$ cat config.mk
export PLATFORM = sky130hd
export DESIGN_NAME = demux_1to16_capture
export DESIGN_NICKNAME = d
export VERILOG_FILES = /design/src/rtl/demux_1to16_capture_pkg.sv /design/src/rtl/demux_1to16_dec.sv /design/src/rtl/demux_1to16_capture.sv
export SDC_FILE = /design/constraint.sdc
export NUM_CORES = 1
export LEC_CHECK = 0
export CAP_MARGIN = 20
export CORE_MARGIN = 2
export CORE_UTILIZATION = 46
export CTS_BUF_LIST = sky130_fd_sc_hd__clkbuf_4 sky130_fd_sc_hd__clkbuf_8
export DETAILED_ROUTE_END_ITERATION = 8
export GPL_ROUTABILITY_DRIVEN = 0
export PLACE_DENSITY = 0.71
export SLEW_MARGIN = 20
export SYNTH_ARGS = -nofsm -noshare
export SYNTH_HDL_FRONTEND = slang
export SYNTH_SLANG_ARGS = --single-unit
$ cat constraint.sdc
create_clock -name clk -period 4.05 [get_ports clk]
set_clock_uncertainty 0.1 [all_clocks]
set_input_delay 0.81 -clock clk [delete_from_list [all_inputs] [get_ports clk]]
set_output_delay 0.81 -clock clk [all_outputs]
set_load 0.02 [all_outputs]
$ cat src/rtl/demux_1to16_capture_pkg.sv
`default_nettype none
// +----------------------------------------------------------------------+
// | demux_1to16_capture_pkg                                              |
// | Shared constants and the FILL/FULL state type for the capture demux. |
// | Rev 1.0                                                              |
// +----------------------------------------------------------------------+
package demux_1to16_capture_pkg;

    localparam int c_WIDTH = 16;
    localparam int c_IDX_W = 4;

    typedef enum logic [0:0] {
        ST_FILL = 1'b0,
        ST_FULL = 1'b1
    } state_t;

endpackage
`default_nettype wire

$ cat src/rtl/demux_1to16_dec.sv
`default_nettype none
// +----------------------------------------------------------------------+
// | demux_1to16_dec                                                      |
// | 4-to-16 one-hot write-enable decoder, gated by the accept strobe.    |
// | Rev 1.0                                                              |
// +----------------------------------------------------------------------+
module demux_1to16_dec
    import demux_1to16_capture_pkg::*;
(
    input  logic [c_IDX_W-1:0] idx,
    input  logic               en,
    output logic [c_WIDTH-1:0] onehot
);

    for (genvar gi = 0; gi < c_WIDTH; gi++) begin : g_dec
        assign onehot[gi] = en && (idx == c_IDX_W'(gi));
    end

endmodule
`default_nettype wire

$ cat src/rtl/demux_1to16_capture.sv
`default_nettype none
// +----------------------------------------------------------------------+
// | demux_1to16_capture                                                  |
// | Serial bit demux into a 16-bit frame, handed off with valid/ack.     |
// | Rev 1.0                                                              |
// +----------------------------------------------------------------------+
module demux_1to16_capture
    import demux_1to16_capture_pkg::*;
#(
    parameter logic [c_WIDTH-1:0] RESET_VAL = 16'h0000
) (
    input  logic               clk,
    input  logic               rst_n,
    input  logic               din,
    input  logic               din_vld,
    output logic               din_rdy,
    input  logic [c_IDX_W-1:0] sel,
    input  logic               sel_mode,
    input  logic               clr,
    output logic [c_WIDTH-1:0] demux_out,
    output logic               frame_vld,
    input  logic               frame_ack
);

    state_t               r_state;
    state_t               w_state_nxt;
    logic [c_WIDTH-1:0]   r_demux_out;
    logic [c_WIDTH-1:0]   r_mask;
    logic [c_IDX_W-1:0]   r_ptr;

    logic                 w_accept;
    logic [c_IDX_W-1:0]   w_idx;
    logic [c_WIDTH-1:0]   w_we;
    logic [c_WIDTH-1:0]   w_mask_nxt;

    // clr kills any write in the same cycle, so it gates the decoder enable
    assign w_accept   = din_vld && (r_state == ST_FILL) && !clr;
    assign w_idx      = sel_mode ? r_ptr : sel;
    assign w_mask_nxt = r_mask | w_we;

    demux_1to16_dec u_dec (
        .idx    (w_idx),
        .en     (w_accept),
        .onehot (w_we)
    );

    always_ff @(posedge clk or negedge rst_n) begin
        if (!rst_n) begin
            r_state <= ST_FILL;
        end else begin
            r_state <= w_state_nxt;
        end
    end

    always_comb begin
        w_state_nxt = r_state;
        if (clr) begin
            w_state_nxt = ST_FILL;
        end else begin
            case (r_state)
                ST_FILL: if (w_accept && (&w_mask_nxt)) w_state_nxt = ST_FULL;
                ST_FULL: if (frame_ack)                 w_state_nxt = ST_FILL;
                default:                                w_state_nxt = ST_FILL;
            endcase
        end
    end

    always_ff @(posedge clk or negedge rst_n) begin
        if (!rst_n) begin
            r_demux_out <= RESET_VAL;
            r_mask      <= '0;
            r_ptr       <= '0;
        end else if (clr) begin
            r_demux_out <= RESET_VAL;
            r_mask      <= '0;
            r_ptr       <= '0;
        end else if (r_state == ST_FULL) begin
            // captured word stays put across the ack; only bookkeeping resets
            if (frame_ack) begin
                r_mask <= '0;
                r_ptr  <= '0;
            end
        end else if (w_accept) begin
            r_demux_out <= (r_demux_out & ~w_we) | ({c_WIDTH{din}} & w_we);
            r_mask      <= w_mask_nxt;
            if (sel_mode) r_ptr <= r_ptr + 1'b1;
        end
    end

    assign demux_out = r_demux_out;
    assign din_rdy   = (r_state == ST_FILL);
    assign frame_vld = (r_state == ST_FULL);

endmodule
`default_nettype wire

==> metrics.sh <==
DPL-INSTANCE-AREA_MM2=0.002231
GRT_PASS1_VIAS=1529
YS_SEQ_AREA_SHARE_PCT=48.84
FIN_TOTAL_PWR_mW=0.7432
CLKSINKCOUNT=37
HP-CLASS='reg -> reg'
IOPINCOUNT=29
CLOCK_POWER_SHARE_PCT=38.6
NUMBER_OF_ANTENNA_VIOLATIONS_AT_THE_FIRST_CHECK_IN_GLOBAL_ROUTING=0
TIMING.FMAX_MHz=324.5
INITIAL_DETAILED_ROUTING_VIOLATION_COUNT=116
SYNTH_TOP_CELL_AREA_SHARE_PCT=48.84
WL_PER_CELL_UM=16.81
POSTSYNTH.TOPFLOPCELL='sky130_fd_sc_hd__dfrtp_1'
DIEHEIGHT_UM=68.20
PORTBUFFERS=28
FINAL_MAX_SLEW_VIOL_COUNT=0
FINAL_LAYOUT_SIZE_SUFFIX_GT1_SHARE_PCT=13.82
SYNTH.AREA.TOP_CELLS='sky130_fd_sc_hd__dfrtp_1 49%, sky130_fd_sc_hd__nand3b_1 5.1%, sky130_fd_sc_hd__nand2_1 4.6%, sky130_fd_sc_hd__a21oi_1 3.2%, sky130_fd_sc_hd__o21ai_1 3.2%'
INITIAL_UTILIZATION_PCT=47.73
MAX_CAP_VIOL_COUNT=0
NUMBER_OF_BUFFERS_INSERTED_TO_REPAIR_SETUP_AFTER_CTS=0
POWER_FRAC_SEQ_PCT=50.9
POWER.STATIC_LEAKAGE_nW=0.9966
FINAL-HOLD-VIOLATION-COUNT=0
CRITICAL_PATH_REQUIRED_PS=4180
CTSROOTBUFFERMASTER='sky130_fd_sc_hd__clkbuf_8'
DRT_PASS_1_ITERS=4
LARGEST_NET_DEGREE_AT_THE_START_OF_GLOBAL_ROUTING=38
SYNTH.LIB_CELLS_USED.DISTINCT=38
CORE_REGION_AREA_MM2=0.003971
CTS-BUFFERS-INSERTED=5
PROPORTION_OF_SYNTHESIZED_FLIP_FLOPS_HAVING_ASYNCHRONOUS_SET_OR_RESET_PCT=100.0
DP_HPWL_UM=3200
SYNTHESIS.YOSYS.WARNINGS=0
N_FILL_CELL=339
CLK_LATENCY_WORST_SKEW_PAIR_PS=290
SYNTH_SEQ_CELLS=37
CLOCK_TREE_FROM_TRITONCTS='built'
SYNTH_TOP_CELL_BY_AREA='sky130_fd_sc_hd__dfrtp_1'
FP.DIEAREA_MM2=0.004651
CHIPWIDTH_UM=68.20
VIAS_PER_CELL=5.775
CLK_PIN_SLEW_WORST_PATHS_PS=70
LAYOUT.CELLS.MOST_COMMON='sky130_fd_sc_hd__dfrtp_1'
FIN_SETUP_TNS_PS=0
COMBINATIONALPOWERSHARE_PCT=10.5
STD_CELL_ROWS=23
SYNTH.CELL_AREA_MM2=0.001896
CLOCK_PATH_BUFFERS=2
SETUP.WORST_PATH.START_CLASS='input pin'
FINALSETUPVIOLCOUNT=0
GRT.TOTAL_USAGE_PCT=22.14
FINAL_AREA_MM2=0.002332
FINAL_ANTENNA_NET_COUNT=0
INTERNAL-POWER_mW=0.5586
RELSLEWSLACK_PCT=51.65
VDD_DROP_MAX_mV=0.1500
SEQUENTIAL_CELL_AREA_UM2=925.9
COMBINED_AREA_OF_THE_MULTI_INPUT_LOGIC_CELLS_UM2=928.4
AREA_DELTA_SYNTH_FINAL_PCT=23.04
INSERTEDDIODECOUNT=0
NETSWITCHINGFRACTION_PCT=24.83
LAYOUT_MIN_CYCLE_TIME_PS=3082
HTREEDEPTH=2
SYN_AREA_PER_CELL_UM2=10.36
CTS_HOLD_REPAIR.BUFFERS=0
ROUTED-VIA-COUNT=1542
LAYOUT_COMMON_CELLS='37 x sky130_fd_sc_hd__dfrtp_1, 28 x sky130_fd_sc_hd__clkdlybuf4s50_1, 23 x sky130_fd_sc_hd__nand2_1, 14 x sky130_fd_sc_hd__nor2_1, 13 x sky130_fd_sc_hd__nand3b_1'
CRITPATHMAXFANOUT=11
MAX_SLEW.WORST_PIN.SLEW_PS=725.2
DETAIL_ROUTE.DRC_VIOLATIONS=0
POSTSYNTHNETCOUNT=195
OUTCOME='finished, final reports clean'
CRIT_TYPE='in -> reg'
CRIT_END_CATEGORY='flip-flop'
NETSWITCHINGPOWER_mW=0.1846
GRT.OVERFLOW.TOTAL=0
WIRELENGTH_UM=4487
CELLPOWERDENSITY_mW_PER_MM2=318.6
SYNTHESIS.INSTANCES=183
TIMING.FINAL.CRIT_SHARE_PCT=76.10
FINISH.NET_COUNT=228
POSTCTSRESIZEDCELLS=0
FINALHOLDWORSTSLACK_PS=384.7
ARRIVAL_PS=3220
SYNTH_EDF_COUNT=0
RSZ0062_AT_GRT='false'
GRT_FIRST_PASS_WIRELENGTH_UM=7355
[area by class of cell]
cell class                      instances  area share (%)
Sequential cell                        37           39.70
Timing Repair Buffer                   31           12.98
Clock buffer                            7           4.131
Tap cell                               50           2.682
Inverter                                3          0.4828
Clock inverter                          1          0.2146
Multi-Input combinational cell        138           39.81
[metal layers]
metal  part of all wire (%)  wire [um]  global-route usage (%)  vias to the layer above
li1                       -          -                       -                      715
met1                     41       1820                   26.60                      775
met2                     53       2372                   36.41                       42
met3                    4.1        184                   5.921                       10
met4                    2.4        109                   11.25                        0
met5                      0          0                       0                        -
[through the flow]
stage                     setup slack, ps  utilization [%]  std cells
after floorplan                      1698                -        183
after global placement              723.4            56.18        259
after detailed placement            667.5            56.18        259
after CTS                           961.8            58.73        267
after global routing                690.2            58.73        267
final                               968.1            58.73        267
[state kept, by name, summed over array words and instances, names as in the netlist]
name / flops
demux_out: 16
frame_vld: 1
r_mask: 16
r_ptr: 4
[cells in the mapped netlist (4+ instances only)]
master,count
sky130_fd_sc_hd__nand2b_1,8
sky130_fd_sc_hd__a21oi_1,12
sky130_fd_sc_hd__mux2i_1,4
sky130_fd_sc_hd__nand2_1,23
sky130_fd_sc_hd__nand3b_1,13
sky130_fd_sc_hd__dfrtp_1,37
sky130_fd_sc_hd__a21o_1,5
sky130_fd_sc_hd__o21ai_1,12
sky130_fd_sc_hd__and2_1,8
sky130_fd_sc_hd__nor2_1,14
[path summary, 6_finish.rpt]
| check | from | to | slack [ps] | cells after the start |
|---|---|---|---|---|
| worst max register to register | frame_vld | frame_vld | 1640 | 6 |
| worst max-delay path | sel_mode | frame_vld | 970 | 7 |
| min in group asynchronous | rst_n | demux_out[9] | 840 | 2 |
| worst min-delay path | r_mask[6] | r_mask[6] | 380 | 2 |
| max in group asynchronous | rst_n | r_mask[2] | 2680 | 2 |
| worst min register to register | r_mask[6] | r_mask[6] | 380 | 2 |
[logic make-up (layout without fill, tap and decap cells)]
group,after synthesis,after routing,synth area share [%]
buffers and inverters,8,42,2.178
multiplexers,7,7,4.686
adder cells (fa/ha/maj),1,1,0.6600
XOR/XNOR,3,3,1.386
AND/OR/NAND/NOR,80,80,25.02
flip-flops,37,37,48.84
AO/OA/AOI/OAI,47,47,17.23
[power by group through the flow]
stage               Clock [mW]  Sequential, mW  Combinational [mW]
finish                   0.287           0.379              0.0778
floorplan                    0           0.385              0.0436
detailed placement           0           0.386              0.0774
global route             0.310           0.379              0.0847
CTS                      0.289           0.379              0.0784
global placement             0           0.385              0.0756
[worst max-delay path: stages]
cell                              delay [ps]
sky130_fd_sc_hd__clkdlybuf4s50_1         790
sky130_fd_sc_hd__mux2_2                  450
sky130_fd_sc_hd__nor3_4                  390
sky130_fd_sc_hd__and2_4                  250
sky130_fd_sc_hd__a22oi_2                  80
sky130_fd_sc_hd__nor4_2                  280
sky130_fd_sc_hd__a22o_1                  150
Power figures use the tool's default switching activity.
